## src/rtl/parity_frame_pkg.sv

```systemverilog
// parity_frame_pkg
// Shared types and constants for the parity frame serializer.
//   frameState_t : serializer FSM state encoding
//   FRAME_BITS   : serial bits per frame (start, 4 data, parity, stop)
//   DATA_BITS    : payload bits per frame
//   IDLE_LEVEL   : serial line level between frames
package parity_frame_pkg;

  typedef enum logic [2:0] {
    IDLE,
    START,
    DATA,
    PARITY,
    STOP
  } frameState_t;

  localparam int   FRAME_BITS = 7;
  localparam int   DATA_BITS  = 4;
  localparam logic IDLE_LEVEL = 1'b1;

endpackage

```

## src/rtl/parity_frame_bit_timer.sv

```systemverilog
// parity_frame_bit_timer
// Counts clock cycles within one serial bit period and flags the last one.
// Ports:
//   InClk   : rising-edge clock
//   InRstN  : asynchronous active-low reset
//   InClear : restart the bit period (a new frame was accepted)
//   OutTick : high during the final cycle of the current bit period
// Parameter CLKS_PER_BIT: cycles per serial bit, 1..255.
module parity_frame_bit_timer #(
  parameter int CLKS_PER_BIT = 4
) (
  input  logic InClk,
  input  logic InRstN,
  input  logic InClear,
  output logic OutTick
);

  localparam int CNT_W = (CLKS_PER_BIT > 1) ? $clog2(CLKS_PER_BIT) : 1;
  localparam logic [CNT_W-1:0] LAST_COUNT = CNT_W'(CLKS_PER_BIT - 1);

  logic [CNT_W-1:0] count;

  always_ff @(posedge InClk or negedge InRstN) begin
    if (!InRstN) begin
      count <= '0;
    end else if (InClear || OutTick) begin
      count <= '0;
    end else begin
      count <= count + 1'b1;
    end
  end

  // With CLKS_PER_BIT=1 the counter stays at 0 and every cycle is a tick.
  assign OutTick = (count == LAST_COUNT);

endmodule

```

## src/rtl/parity_frame_serializer.sv

```systemverilog
// parity_frame_serializer
// Accepts a nibble plus its even-parity bit and transmits it as a 7-bit
// serial frame: start(0), InA, InB, InC, InD, parity, stop(1).
// Ports:
//   InClk, InRstN      : clock, asynchronous active-low reset
//   InA..InD           : data bits, InA transmitted first
//   InP                : parity bit from the upstream generator
//   InValid / OutReady : word handshake, accepted when both are high
//   OutTx              : registered serial line, idle high
//   OutBusy            : a frame is in progress
//   OutDone            : one-cycle pulse in the last cycle of the stop bit
//   OutParityErr       : upstream parity was wrong (only with PARITY_CHECK_EN)
// Parameter CLKS_PER_BIT: cycles per serial bit, 1..255.
// Build option: define PARITY_CHECK_EN to add the parity check and its port.
module parity_frame_serializer
  import parity_frame_pkg::*;
#(
  parameter int CLKS_PER_BIT = 4
) (
  input  logic InClk,
  input  logic InRstN,
  input  logic InA,
  input  logic InB,
  input  logic InC,
  input  logic InD,
  input  logic InP,
  input  logic InValid,
  output logic OutReady,
  output logic OutTx,
  output logic OutBusy,
  output logic OutDone
`ifdef PARITY_CHECK_EN
  ,
  output logic OutParityErr
`endif
);

  frameState_t          state, stateNext;
  logic [1:0]           bitIdx, bitIdxNext;
  logic [DATA_BITS-1:0] dataReg, dataNext;
  logic                 parityReg, parityNext;
  logic                 txReg, txNext;
  logic                 tick;
  logic                 accept;

  parity_frame_bit_timer #(
    .CLKS_PER_BIT(CLKS_PER_BIT)
  ) uBitTimer (
    .InClk  (InClk),
    .InRstN (InRstN),
    .InClear(accept),
    .OutTick(tick)
  );

  // Ready in the last stop cycle too, so back-to-back frames leave no gap.
  assign OutReady = (state == IDLE) || ((state == STOP) && tick);
  assign accept   = InValid && OutReady;
  assign OutBusy  = (state != IDLE);
  assign OutDone  = (state == STOP) && tick;
  assign OutTx    = txReg;

  always_comb begin
    stateNext  = state;
    bitIdxNext = bitIdx;
    dataNext   = dataReg;
    parityNext = parityReg;
    txNext     = IDLE_LEVEL;

    if (accept) begin
      dataNext   = {InD, InC, InB, InA};
      parityNext = InP;
    end

    case (state)
      IDLE:    if (accept) stateNext = START;
      START:   if (tick) begin
                 stateNext  = DATA;
                 bitIdxNext = '0;
               end
      DATA:    if (tick) begin
                 if (bitIdx == 2'(DATA_BITS - 1)) stateNext = PARITY;
                 else bitIdxNext = bitIdx + 1'b1;
               end
      PARITY:  if (tick) stateNext = STOP;
      STOP:    if (tick) stateNext = accept ? START : IDLE;
      default: stateNext = IDLE;
    endcase

    // The line level is decided from the next state so OutTx can be a flop
    // and the start bit still appears the cycle after the accept edge.
    case (stateNext)
      START:   txNext = 1'b0;
      DATA:    txNext = dataNext[bitIdxNext];
      PARITY:  txNext = parityNext;
      default: txNext = IDLE_LEVEL;
    endcase
  end

  always_ff @(posedge InClk or negedge InRstN) begin
    if (!InRstN) begin
      state  <= IDLE;
      bitIdx <= '0;
      txReg  <= IDLE_LEVEL;
    end else begin
      state  <= stateNext;
      bitIdx <= bitIdxNext;
      txReg  <= txNext;
    end
  end

  // Payload holding registers carry no reset; they are only read after an accept.
  always_ff @(posedge InClk) begin
    dataReg   <= dataNext;
    parityReg <= parityNext;
  end

`ifdef PARITY_CHECK_EN
  // Even parity over data plus parity bit must be zero; flag holds until next accept.
  always_ff @(posedge InClk or negedge InRstN) begin
    if (!InRstN) begin
      OutParityErr <= 1'b0;
    end else if (accept) begin
      OutParityErr <= ^{InA, InB, InC, InD, InP};
    end
  end
`endif

endmodule

```

## config.mk

```make
export PLATFORM = sky130hd
export DESIGN_NAME = parity_frame_serializer
export DESIGN_NICKNAME = d
export VERILOG_FILES = /design/src/rtl/parity_frame_pkg.sv /design/src/rtl/parity_frame_bit_timer.sv /design/src/rtl/parity_frame_serializer.sv
export SDC_FILE = /design/constraint.sdc
export NUM_CORES = 1
export LEC_CHECK = 0
export ABC_AREA = 1
export CORE_UTILIZATION = 45
export DETAILED_ROUTE_END_ITERATION = 10
export PLACE_DENSITY_LB_ADDON = 0.3
export RECOVER_POWER = 25
export SLEW_MARGIN = 5
export SYNTH_ARGS = -nofsm -noshare
export SYNTH_HDL_FRONTEND = slang
export SYNTH_SLANG_ARGS = --single-unit
```

## constraint.sdc

```tcl
create_clock -name InClk -period 1.4 [get_ports InClk]
set_input_delay 0.14 -clock InClk [delete_from_list [all_inputs] [get_ports InClk]]
set_output_delay 0.14 -clock InClk [all_outputs]
set_load 0.02 [all_outputs]
```

After elaboration in Yosys (flattened, before gate mapping)
Index checks and enable logic that the tools add are counted.
W data, S select, Z words.
{"block": "word_totals", "mem_count": 0, "romBits": 0, "output_inout_bits": 4, "latchBits": 0, "reg_bits": 13, "ram_bits": 0, "in_bits": 8}
{"block": "classes", "mux": 18, "reduce_logical": 6, "add_sub_neg": 2, "shifts": 0, "bitwise_logic": 0, "eq_ne": 9, "n_lt_le_gt_ge": 1, "n_mul": 0, "div_mod_pow": 0}
{"cell": "$mux W3", "n": 6}
{"cell": "$pmux W3 S5", "n": 1}
{"cell": "$eq A3 B2 Y1 const B", "n": 4}
{"cell": "$mux W2", "n": 4}
{"cell": "$eq A3 B1 Y1 const B", "n": 2}
{"cell": "$add A2 B1 Y2 const B", "n": 2}
{"cell": "$eq A2 B2 Y1 const B", "n": 2}
{"cell": "$mux W4", "n": 1}
{"cell": "$pmux W2 S2", "n": 1}
{"cell": "$eq A3 B3 Y1 const B", "n": 1}
{"cell": "$logic_not A3 Y1", "n": 1}
{"cell": "$lt A2 B3 Y1 const B", "n": 1}
{"cell": "$mux W1", "n": 3}
{"cell": "$pmux W1 S3", "n": 1}
{"cell": "$reduce_bool A3 Y1", "n": 1}
{"cell": "$bmux W1 S2", "n": 1}
{"cell": "$logic_and A1 B1 Y1", "n": 2}
{"cell": "$logic_or A1 B1 Y1", "n": 2}

Depth between registers and ports, before layout
Gate-level depths: netlist of the first run.
{"block": "logic_depth", "ltp_word": 9, "ltp_mapped": 11, "mapped_depth_nobuf": 11}

Cells and area by module
Synthesis of the first run repeated with hierarchy kept, for this count alone.
{"block": "hier_totals", "cells_unflattened": 95, "hier_area_um2": 715.7}
{"module": "parity_frame_serializer", "n_inst": 1, "area_each_um2": 630.6, "cells_per_inst": 86}
{"module": "parity_frame_bit_timer", "n_inst": 1, "area_each_um2": 85.1, "cells_per_inst": 9}

Least setup slack after synthesis of the first run
OpenSTA, ideal clock, no wires.
{"block": "synth_timing", "kind": "register to register", "startpoint": "register uBitTimer.count[0]", "endpoint": "register txReg, in the netlist OutTx", "period_less_slack_ns": 1.378, "setup_time_ns": 0.064, "path_stages_with_launch": 11, "arrival_time_ns": 1.315, "path_buffers": 0, "slack_ns": 0.022, "cell_sequence": "dfrtp_1 ha_1 inv_2 nand2_4 nand3_4 nand2_1 nand3_2 nand2_2 nor2_2 nand3_1 nand3_1"}
{"block": "synth_between", "elab_chain_len": 9, "word_cells_on_any_way": 22}
{"element": "start, declared", "line_no": "parity_frame_bit_timer.sv:21", "rtl": "logic [CNT_W-1:0] count;"}
{"element": "start signal, assigned", "line_no": "parity_frame_bit_timer.sv:29", "rtl": "count <= count + 1'b1;"}
{"element": "$eq A2 B2 Y1 (*)", "line_no": "parity_frame_bit_timer.sv:34", "rtl": "assign OutTick = (count == LAST_COUNT);"}
{"element": "$logic_and A1 B1 Y1", "line_no": "parity_frame_serializer.sv:56", "rtl": "assign OutReady = (state == IDLE) || ((state == STOP) && tick);"}
{"element": "$logic_or A1 B1 Y1", "line_no": "parity_frame_serializer.sv:56"}
{"element": "$logic_and A1 B1 Y1", "line_no": "parity_frame_serializer.sv:57", "rtl": "assign accept = InValid && OutReady;"}
{"element": "$mux W1", "line_no": "parity_frame_serializer.sv:85", "rtl": "STOP: if (tick) stateNext = accept ? START : IDLE;"}
{"element": "$mux W3", "line_no": "parity_frame_serializer.sv:85"}
{"element": "$pmux W3 S5 (*)", "line_no": "parity_frame_serializer.sv:74", "rtl": "case (state)"}
{"element": "via stateNext[0]", "line_no": "parity_frame_serializer.sv:38", "rtl": "frameState_t state, stateNext;"}
{"element": "$eq A3 B2 Y1 / $eq A3 B1 Y1 (equally long branches)", "line_no": "parity_frame_serializer.sv:91", "rtl": "case (stateNext)"}
{"element": "$pmux W1 S3 (*)", "line_no": "parity_frame_serializer.sv:91"}
{"element": "via txNext", "line_no": "parity_frame_serializer.sv:42", "rtl": "logic txReg, txNext;"}
{"element": "end signal, assigned", "line_no": "parity_frame_serializer.sv:107", "rtl": "txReg <= txNext;"}
{"element": "end, declared", "line_no": "parity_frame_serializer.sv:42"}
The timed path passes the listed nets; every way through them passes the cells marked *. The select of a mux whose other input is x is not followed.

Final worst setup path of the first run
{"block": "layout_timing", "startpoint": "register uBitTimer.count[0]", "endpoint": "register state[0]"}
{"block": "layout_between", "elab_chain_len": 7, "word_cells_on_any_way": 11}
{"element": "$eq A2 B2 Y1 (*)", "line_no": "parity_frame_bit_timer.sv:34"}
{"element": "$logic_and A1 B1 Y1", "line_no": "parity_frame_serializer.sv:56"}
{"element": "$logic_or A1 B1 Y1", "line_no": "parity_frame_serializer.sv:56"}
{"element": "$logic_and A1 B1 Y1", "line_no": "parity_frame_serializer.sv:57"}
{"element": "$mux W1", "line_no": "parity_frame_serializer.sv:85"}
{"element": "$mux W3", "line_no": "parity_frame_serializer.sv:85"}
{"element": "$pmux W3 S5 (*)", "line_no": "parity_frame_serializer.sv:74"}
{"element": "via stateNext[0]", "line_no": "parity_frame_serializer.sv:38"}
{"element": "end signal, assigned", "line_no": "parity_frame_serializer.sv:105", "rtl": "state <= stateNext;"}
{"element": "end, declared", "line_no": "parity_frame_serializer.sv:38"}
The timed path passes the listed nets; every way through them passes the cells marked *.

==> results.py, run 1 <==
metrics = {
    "floorplan": {
        "coreArea_um2": 1380,
        "start_util": 0.512,
        "fp.dieW_um": 41.7,
        "row_count": 13,
        "num_io_pins": 12,
        "die_height_um": 41.7,
        "dieArea_um2": 1740,
    },
    "critical_path": {
        "critPathCaptureType": "flip-flop",
        "cp_max_fo": 6,
        "r2r_start": "uBitTimer.count[0]$_DFF_PN0_",
        "r2r_slack_ns": -0.15,
        "required_ns": 1.57,
        "path_class": "flip-flop to flip-flop",
        "critPathLaunchType": "flip-flop",
        "crit_arrival_ns": 1.72,
        "reg2reg_to": "state[0]$_DFF_PN0_",
        "reg2regPathDepth": 10,
    },
    "power": {
        "leakagePower_nw": 0.546,
        "peakVddDrop_mv": 1.42,
        "p_per_area_nw_per_um2": 2420,
        "design_power_total_mw": 2.68,
    },
    "run_status": {
        "violations": "setup timing",
        "status": "finished with violations",
    },
    "min_path": {
        "hold_path.class": "input port to asynchronous set/reset pin",
    },
    "sta": {
        "holdWs_ns": 0.189,
        "setup_viol": 2,
        "max_freq_mhz": 647,
        "hold_violations": 0,
        "report.final.slew_viol_count": 0,
        "post-route-min-period_ns": 1.55,
        "post-route-period-util": 1.10,
        "rsz0062_at_grt": "yes",
        "finalWorstSetupSlack_ns": -0.146,
        "fin_skew_ns": 0.0125,
        "setup_tns_ns": -0.278,
        "tightest_slew_ns": 0.355,
        "maxSlewHeadroom": 0.762,
    },
    "finish": {
        "diodes": 0,
        "nets": 140,
        "drive_gt1_frac": 0.492,
        "stdcell_count": 145,
        "nFillCells": 93,
        "area_delta_synth_final_pct": 56.0,
    },
    "routing": {
        "drtPass1Iterations": 4,
        "totalWireLength_um": 1970,
        "vias_per_cell": 5.39,
        "vias": 781,
        "drc": 0,
        "drt_iter0_drc": 11,
        "final_antenna_net_count": 0,
        "wl_per_cell_um": 13.6,
    },
    "logic_synthesis": {
        "synthArstFlopShare": 0.615,
        "synth_cells": 93,
        "synth_common_cells": "nand2_1, nand3_1, inv_1",
        "ys.warnings.count": 0,
        "synth_area_leaders": "dfrtp_1, nand2_1, dfxtp_1",
        "synth_nets": 102,
        "yosysTopAreaCellShare": 0.247,
        "synth_seq_area_share": 0.426,
        "postSynthAreaPerCell_um2": 7.61,
        "ys_types": 22,
        "synth_ff_type": "dfrtp_1",
        "synth-edff-count": 0,
        "yosysMostFrequentCell": "nand2_1",
        "yosysTopAreaCell": "dfrtp_1",
        "syn_area_um2": 708,
        "ys_seq_elements": 13,
    },
    "clock_network": {
        "clk_pin_slew_ns": 0.09,
        "worstSkewPairLatency_ns": 0.28,
        "clkSinkCount": 13,
        "cts_made_buffers": 3,
        "cts_tree": "yes",
        "hold_buffers": 0,
        "root_buffer": "clkbuf_4",
        "htree_num_levels": 1,
        "clockBufferDepth": 2,
    },
    "global_routing": {
        "grt_pass1_vias": 757,
        "antenna_found_initial": 0,
        "grt_max_degree": 9,
        "grt_usage": 0.242,
        "grt-ovfl-total": 0,
        "grt_pass1_wl_um": 3190,
    },
    "job": {
        "cap_violations": 0,
    },
    "placement": {
        "gp_congestion": 0.862,
        "hpwl_um": 1390,
        "dpl.cell_count": 137,
        "port_buffers": 11,
    },
}
critical path: stages (launching register included):
cell and delay (ns):
dfrtp_1 0.41, ha_4 0.18, buf_6 0.13, nand2_4 0.06
inv_2 0.05, nand3_4 0.11, nor2_4 0.05, nor2_4 0.10
nand2_2 0.09, buf_4 0.14, buf_6 0.10
sequential cells by signal, indices dropped and copies added, names as in the netlist:
name             count
OutTx                1
bitIdx               2
uBitTimer.count      2
parityReg            1
dataReg              4
state                3
layout by cell type, fill, tap and decap left out, drive strengths merged, types with 2 or more instances in the layout:
cell / n
o21ai: 2
nor2: 12
a21oi: 2
nand2: 32
buf: 25
dfrtp: 7
nand3: 13
inv: 12
nand4: 3
clkbuf: 3
dfxtp: 5
clkdlybuf4s50: 6
what timing repair did:
action | 4_1_cts | 5_1_grt
gates resized for setup | 22 | 20
pin swaps | 8 | 12
endpoints found under the setup margin | 6 | 4
buffers inserted | 3 | 1
cell families (layout without fill, tap and decap cells):
group           Yosys count  count (layout)  synth area share
simple gates             62              62             0.447
flops                    13              13             0.426
buf+inv                  12              49            0.0636
compound gates            5               5            0.0459
fa+ha+maj                 1               1            0.0177
cell type report:
class / count / area [um^2] / area share
Multi-Input combinational cell: 68 / 439 / 0.398
Timing Repair Buffer: 33 / 269 / 0.243
Tap cell: 15 / 18.8 / 0.0170
Inverter: 12 / 47.5 / 0.0430
Clock inverter: 1 / 5.00 / 0.00453
Clock buffer: 3 / 22.5 / 0.0204
Sequential cell: 13 / 303 / 0.274
layer usage:
metal / routed length [um] / share of wire / track usage / vias up
met5: 0 / 0 / 0 / -
met4: 60 / 0.030 / 0.142 / 0
met3: 119 / 0.060 / 0.0217 / 10
li1: - / - / - / 376
met2: 1010 / 0.51 / 0.431 / 40
met1: 787 / 0.40 / 0.279 / 355
how the worst max path moves through the flow:
stage | startpoint | to | cells after the start
6_report | uBitTimer.count[0]$_DFF_PN0_ | state[0]$_DFF_PN0_ | 10
5_1_grt | uBitTimer.count[0]$_DFF_PN0_ | OutTx$_DFF_PN1_ | 11
4_1_cts | uBitTimer.count[1]$_DFF_PN0_ | OutTx$_DFF_PN1_ | 11
3_5_place_dp | uBitTimer.count[0]$_DFF_PN0_ | OutTx$_DFF_PN1_ | 11
3_3_place_gp | state[1]$_DFF_PN0_ | OutReady | 4
2_1_floorplan | uBitTimer.count[0]$_DFF_PN0_ | OutTx$_DFF_PN1_ | 10
metrics by stage:
stage               cell area (um^2)   util  setup WS [ns]
CTS                             1040  0.756         -0.103
floorplan                        708      -         0.0217
global placement                 972  0.703        -0.0842
global route                    1100  0.799         -0.220
detailed placement               972  0.703         -0.167
finish                          1100  0.799         -0.146
where the power goes:
part	switching (mW)	internal (mW)
clock network	0.128	0.106
logic	0.975	0.791
registers	0.111	0.567
total	1.21	1.46
No activity file was read; power rests on OpenSTA's default activity.
==> run 2: changes to the inputs <==
- RECOVER_POWER: 25 -> unset
- SYNTH_HIERARCHICAL: unset -> 1
==> run 2 against run 1 <==
The run still ends with setup timing left. Critical endpoint is now OutTx$_DFF_PN1_. Clock-buffer cell count is 1 higher. Largest cell class unchanged. Sequential share of layout area down 0.051 points. Synthesized cell count increased by 2.2%. Critical path type unchanged. Worst hold slack got worse by 0.056 ns. Setup slack improved by 0.024 ns. Core utilization decreased by 5.9 points. Maximum frequency rose by 1.6%. Largest power group unchanged.
==> results.py, run 2 <==
metrics = {
    "logic_synthesis": {
        "synth_top_family_by_area": "simple AND/OR/NAND/NOR gates",
        "synth_fa_ha_area_frac": 0.0175,
        "synth_common_cells": "nand2_1, inv_1, nand3_1",
        "synth_ff_type": "dfrtp_1",
        "ys_types": 21,
        "postSynthAreaPerCell_um2": 7.53,
        "synth_mux_area_frac": 0,
        "ys_seq_elements": 13,
        "synth_xor_area_frac": 0,
        "yosysTopAreaCell": "dfrtp_1",
        "synth_cells": 95,
        "synth_nets": 104,
        "synth-edff-count": 0,
        "synthArstFlopShare": 0.615,
        "synth-compound-area-share": 0.117,
        "yosysTopAreaCellShare": 0.245,
        "synth_seq_area_share": 0.421,
        "synth_area_leaders": "dfrtp_1, dfxtp_1, nand2_1",
        "syn_area_um2": 716,
        "yosys.area_share.simple": 0.344,
        "yosysMostFrequentCell": "nand2_1",
        "ys.warnings.count": 6,
    },
    "power": {
        "p_per_area_nw_per_um2": 2560,
        "peakVddDrop_mv": 1.21,
        "leakagePower_nw": 0.549,
    },
    "critical_path": {
        "path_class": "flip-flop to flip-flop",
        "required_ns": 1.61,
        "cp_max_fo": 5,
        "timing.critical_path.max_delay_family": "flip-flops",
        "crit_chain": "ha_4 -> buf_6 -> nand2_1 -> nand2_1 -> nand3_2 -> o21ai_4 -> inv_2 -> nand3_2 -> nand2_2 -> a21oi_2",
        "cpPeakStageDelay_ns": 0.40,
        "crit_buf_inv": 2,
        "critPathCaptureType": "flip-flop",
        "critPathLaunchType": "flip-flop",
        "crit_arrival_ns": 1.73,
        "cp_slowest_cell": "dfrtp_1",
    },
    "sta": {
        "finalWorstSetupSlack_ns": -0.122,
        "tightest_slew_ns": 0.343,
        "setup_tns_ns": -0.258,
        "max_freq_mhz": 657,
        "post-route-min-period_ns": 1.52,
        "rsz0062_at_grt": "yes",
        "fin_skew_ns": 0.00275,
        "report.final.slew_viol_count": 0,
        "post-route-period-util": 1.09,
        "maxSlewHeadroom": 0.771,
        "setup_viol": 3,
        "hold_violations": 0,
    },
    "floorplan": {
        "fp.dieW_um": 41.9,
        "num_io_pins": 12,
        "coreArea_um2": 1490,
        "die_height_um": 41.9,
        "dieArea_um2": 1750,
        "start_util": 0.481,
        "row_count": 14,
    },
    "finish": {
        "largest_reg_flops": 4,
        "final_cell_mix": "nand2_1, buf_4, inv_1, inv_2, nand2_2",
        "fin_area_um2": 1100,
        "final_common_cell": "nand2_1",
        "drive_gt1_frac": 0.472,
        "area_delta_synth_final_pct": 54.0,
        "diodes": 0,
        "nets": 137,
        "fin_util": 0.740,
        "largest_register": "dataReg",
        "stdcell_count": 143,
        "reg.largest.list": "dataReg x4, state x3",
    },
    "routing": {
        "drc": 0,
        "vias_per_cell": 5.15,
        "drtPass1Iterations": 4,
        "final_antenna_net_count": 0,
        "vias": 736,
        "wl_per_cell_um": 12.6,
        "totalWireLength_um": 1810,
        "drt_iter0_drc": 9,
    },
    "global_routing": {
        "grt_max_degree": 9,
        "grt_usage": 0.202,
        "antenna_found_initial": 0,
        "grt_pass1_wl_um": 2700,
        "grt_pass1_vias": 707,
        "grt-ovfl-total": 0,
    },
    "clock_network": {
        "cts_made_buffers": 3,
        "clkSinkCount": 13,
        "hold_buffers": 0,
        "htree_num_levels": 1,
        "clk_pin_slew_ns": 0.08,
        "worstSkewPairLatency_ns": 0.27,
        "cts_tree": "yes",
        "root_buffer": "clkbuf_4",
        "clockBufferDepth": 2,
    },
    "placement": {
        "port_buffers": 11,
        "dpl.cell_count": 133,
        "hpwl_um": 1170,
        "gp_congestion": 0.911,
        "dp_slack_ns": -0.172,
        "dpl_cell_area_um2": 931,
    },
    "run_status": {
        "violations": "setup timing",
        "status": "finished with violations",
    },
    "min_path": {
        "hold_path.class": "input port to asynchronous set/reset pin",
    },
    "job": {
        "cap_violations": 0,
    },
}
run 2: cell types whose count changed in the layout (fill, tap and decap cells not counted), sizes merged, moves of 2 or more:
cell    change
inv         +7
nand2       -6
buf         -5
nand3       -4
nor2        -4
o21ai       +4
and2        +2
nand4       +2
o21bai      +2
run 2: layout make-up:
type / instances / area, um^2
tap: 16 / 20.0
multi-input combinational: 63 / 450
clock buffer: 4 / 26.3
inverter: 19 / 71.3
fill: 110 / 387
timing repair buffer: 28 / 233
sequential: 13 / 302
run 2: power by group:
part	switching, mW	internal (mW)	leakage [nW]
clock	0.115	0.110	0.0150
sequential	0.114	0.569	0.139
combinational	1.07	0.850	0.395
total	1.30	1.53	0.549
run 2: timing repair:
item	in CTS	in global routing
endpoints found under the setup margin	5	7
pin swaps	13	17
buffers inserted	1	5
gates resized for setup	27	17
endpoints found under the hold margin	0	0
run 2: cells by family after synthesis:
family / after synthesis
fa+ha+maj: 1
flops: 13
simple gates: 51
compound gates: 11
buf+inv: 19
run 2: final timing paths:
check                      cells after the start  slack (ns)                          from                           end
hold / removal                                 1        0.13                        InRstN  uBitTimer/count[0]$_DFF_PN0_
max in group asynchronous                      1        0.97                        InRstN               OutTx$_DFF_PN1_
min in group InClk                             3        0.45                           InD            dataReg[3]$_DFF_P_
setup reg to reg                              10       -0.12  uBitTimer/count[0]$_DFF_PN0_               OutTx$_DFF_PN1_
setup / recovery                              10       -0.12  uBitTimer/count[0]$_DFF_PN0_               OutTx$_DFF_PN1_
hold reg to reg                                2        0.47            dataReg[3]$_DFF_P_            dataReg[3]$_DFF_P_
run 2: per-layer routing:
layer	vias up	routed length, um	track usage	share of wire
li1	367	-	-	-
met1	340	681	0.221	0.38
met2	23	1020	0.359	0.57
met3	6	60	0.0217	0.033
met4	0	42	0.142	0.023
met5	-	0	0	0
run 2: per-stage QoR:
stage	total power [mW]	hold slack (ns)
floorplan	1.59	-0.156
global placement	2.07	0.421
detailed placement	2.11	0.430
CTS	2.47	0.142
global route	3.05	0.153
finish	2.83	0.134
==> run 3: changes to the inputs <==
- CORE_MARGIN: unset -> 3
- PLACE_DENSITY: unset -> 0.72
- PLACE_DENSITY_LB_ADDON: 0.3 -> unset
==> run 3 against run 2 <==
The run still ends with setup timing left. Sequential cell count stayed put. Design area is 5.0% lower. Combinational power fell by 11%. Clock skew grew 0.0078 ns. Clock-buffer cell count is the same. Routed wire length increased by 1.2%. Sequential share of layout area is 1.6 points higher. Final cell count shrank 1.4%. Setup slack improved by 0.011 ns. Maximum frequency grew 0.70%. Critical path depth is the same. Highest routed layer unchanged.
==> results.py, run 3 (synthesis gave the netlist of run 2 again) <==
metrics = {
    "floorplan": {
        "num_io_pins": 12,
        "dieArea_um2": 2100,
        "die_height_um": 45.9,
        "start_util": 0.512,
        "row_count": 13,
        "coreArea_um2": 1400,
        "fp.dieW_um": 45.9,
    },
    "finish": {
        "nFillCells": 107,
        "multi_input_area_um2": 394,
        "final_cell_mix": "nand2_1, buf_4, inv_1",
        "diodes": 0,
        "nets": 136,
        "area_delta_synth_final_pct": 46.3,
        "largest_reg_flops": 4,
        "reg.largest.list": "dataReg x4, state x3",
        "regArea_um2": 303,
        "largest_register": "dataReg",
        "drive_gt1_frac": 0.405,
        "stdcell_count": 141,
        "final_common_cell": "nand2_1",
    },
    "sta": {
        "holdWs_ns": 0.121,
        "fin_skew_ns": 0.0106,
        "max_freq_mhz": 662,
        "report.final.slew_viol_count": 0,
        "hold_violations": 0,
        "setup_viol": 1,
        "finalWorstSetupSlack_ns": -0.112,
        "setup_tns_ns": -0.112,
        "tightest_slew_ns": 0.347,
        "rsz0062_at_grt": "yes",
        "post-route-period-util": 1.08,
        "post-route-min-period_ns": 1.51,
        "maxSlewHeadroom": 0.768,
    },
    "critical_path": {
        "crit_chain": "ha_4 -> buf_6 -> nand2_1 -> nand2_1 -> nand3_2 -> o21ai_2 -> buf_4 -> nand3_2 -> nand2_2 -> a21oi_2",
        "r2r_slack_ns": -0.11,
        "critPathCaptureType": "flip-flop",
        "crit_arrival_ns": 1.73,
        "reg2regPathDepth": 10,
        "critPathLaunchType": "flip-flop",
        "cp-startpoint": "uBitTimer/count[0]$_DFF_PN0_",
        "cp_slowest_cell": "dfrtp_1",
        "crit_buf_inv": 2,
        "reg2reg_to": "OutTx$_DFF_PN1_",
        "r2r_start": "uBitTimer/count[0]$_DFF_PN0_",
        "cpPeakStageDelay_ns": 0.40,
        "required_ns": 1.62,
        "cp_max_fo": 5,
        "path_class": "flip-flop to flip-flop",
        "timing.critical_path.max_delay_family": "flip-flops",
    },
    "routing": {
        "vias": 716,
        "drc": 0,
        "drt_iter0_drc": 11,
        "final_antenna_net_count": 0,
        "vias_per_cell": 5.08,
        "wl_per_cell_um": 13.0,
        "totalWireLength_um": 1830,
        "drtPass1Iterations": 6,
    },
    "global_routing": {
        "grt_pass1_vias": 753,
        "grt_pass1_wl_um": 3150,
        "antenna_found_initial": 0,
        "grt_max_degree": 9,
        "met3_usage": 0.0395,
        "busiest_layer": "met2",
        "grt_usage": 0.211,
        "grt_use_met2": 0.343,
        "grt-ovfl-total": 0,
        "met1_usage": 0.258,
    },
    "clock_network": {
        "root_buffer": "clkbuf_4",
        "clockBufferDepth": 2,
        "worstSkewPairLatency_ns": 0.28,
        "hold_buffers": 0,
        "clkSinkCount": 13,
        "htree_num_levels": 1,
        "cts_tree": "yes",
        "clk_pin_slew_ns": 0.09,
        "cts_made_buffers": 3,
    },
    "power": {
        "p_comb_frac": 0.649,
        "p_per_area_nw_per_um2": 2510,
        "leakagePower_nw": 0.521,
        "intPower_mw": 1.43,
        "peakVddDrop_mv": 1.45,
        "pwr-share-seq": 0.262,
        "switching_share": 0.455,
        "design_power_total_mw": 2.63,
        "power_frac_clock": 0.090,
        "p_sw_mw": 1.20,
    },
    "min_path": {
        "hold_path.class": "input port to asynchronous set/reset pin",
    },
    "placement": {
        "hpwl_um": 1310,
        "dpl.cell_count": 135,
        "port_buffers": 11,
        "gp_congestion": 0.962,
        "dp_slack_ns": -0.209,
    },
    "job": {
        "cap_violations": 0,
    },
    "run_status": {
        "status": "finished with violations",
        "violations": "setup timing",
    },
}
run 3: cell types whose count changed in the layout (fill, tap and decap cells not counted), sizes merged:
cell and delta:
buf -1
run 3: how the worst max path moves through the flow:
stage | slack (ns) | cells past startpoint | to
2_1_floorplan | 0.001 | 10 | OutTx$_DFF_PN1_
3_3_place_gp | -0.16 | 4 | OutDone
3_5_place_dp | -0.21 | 4 | OutDone
4_1_cts | -0.08 | 10 | OutTx$_DFF_PN1_
5_1_grt | -0.21 | 10 | OutTx$_DFF_PN1_
6_report | -0.11 | 10 | OutTx$_DFF_PN1_
run 3: through the flow:
| step | utilization | area, um^2 |
|---|---|---|
| finish | 0.749 | 1050 |
| global route | 0.749 | 1050 |
| CTS | 0.715 | 1000 |
| detailed placement | 0.681 | 952 |
| global placement | 0.681 | 952 |
| floorplan | - | 718 |
run 3: repair_timing:
item                       CTS  global route
resized for setup           20            14
setup buffers                1             1
pin swaps                    3             8
setup endpoints to repair    5             5
run 3: worst reg2reg max path: stages (launching register included):
cell and delay (ns):
dfrtp_1 0.40, ha_4 0.20, buf_6 0.11, nand2_1 0.05, nand2_1 0.06, nand3_2 0.09
o21ai_2 0.20, buf_4 0.14, nand3_2 0.07, nand2_2 0.07, a21oi_2 0.05
run 3: layout make-up:
class,count,share of cell area
Tap cell,15,0.0179
Multi-Input combinational cell,63,0.376
Sequential cell,13,0.289
Inverter,19,0.0681
Clock buffer,4,0.0251
Timing Repair Buffer,27,0.223
run 3: power groups by stage:
stage / Sequential, mW / Combinational (mW) / Clock (mW)
after floorplan: 0.692 / 0.893 / 0
after global placement: 0.662 / 1.45 / 0
after detailed placement: 0.675 / 1.48 / 0
after CTS: 0.681 / 1.55 / 0.231
after global routing: 0.709 / 1.89 / 0.254
final: 0.688 / 1.71 / 0.236
run 3: layer usage:
layer | share of wire | up-vias | wire (um)
met2 | 0.50 | 12 | 922
met4 | 0.028 | 0 | 51
met5 | 0 | - | 0
met3 | 0.021 | 7 | 39
met1 | 0.45 | 328 | 815
li1 | - | 369 | -
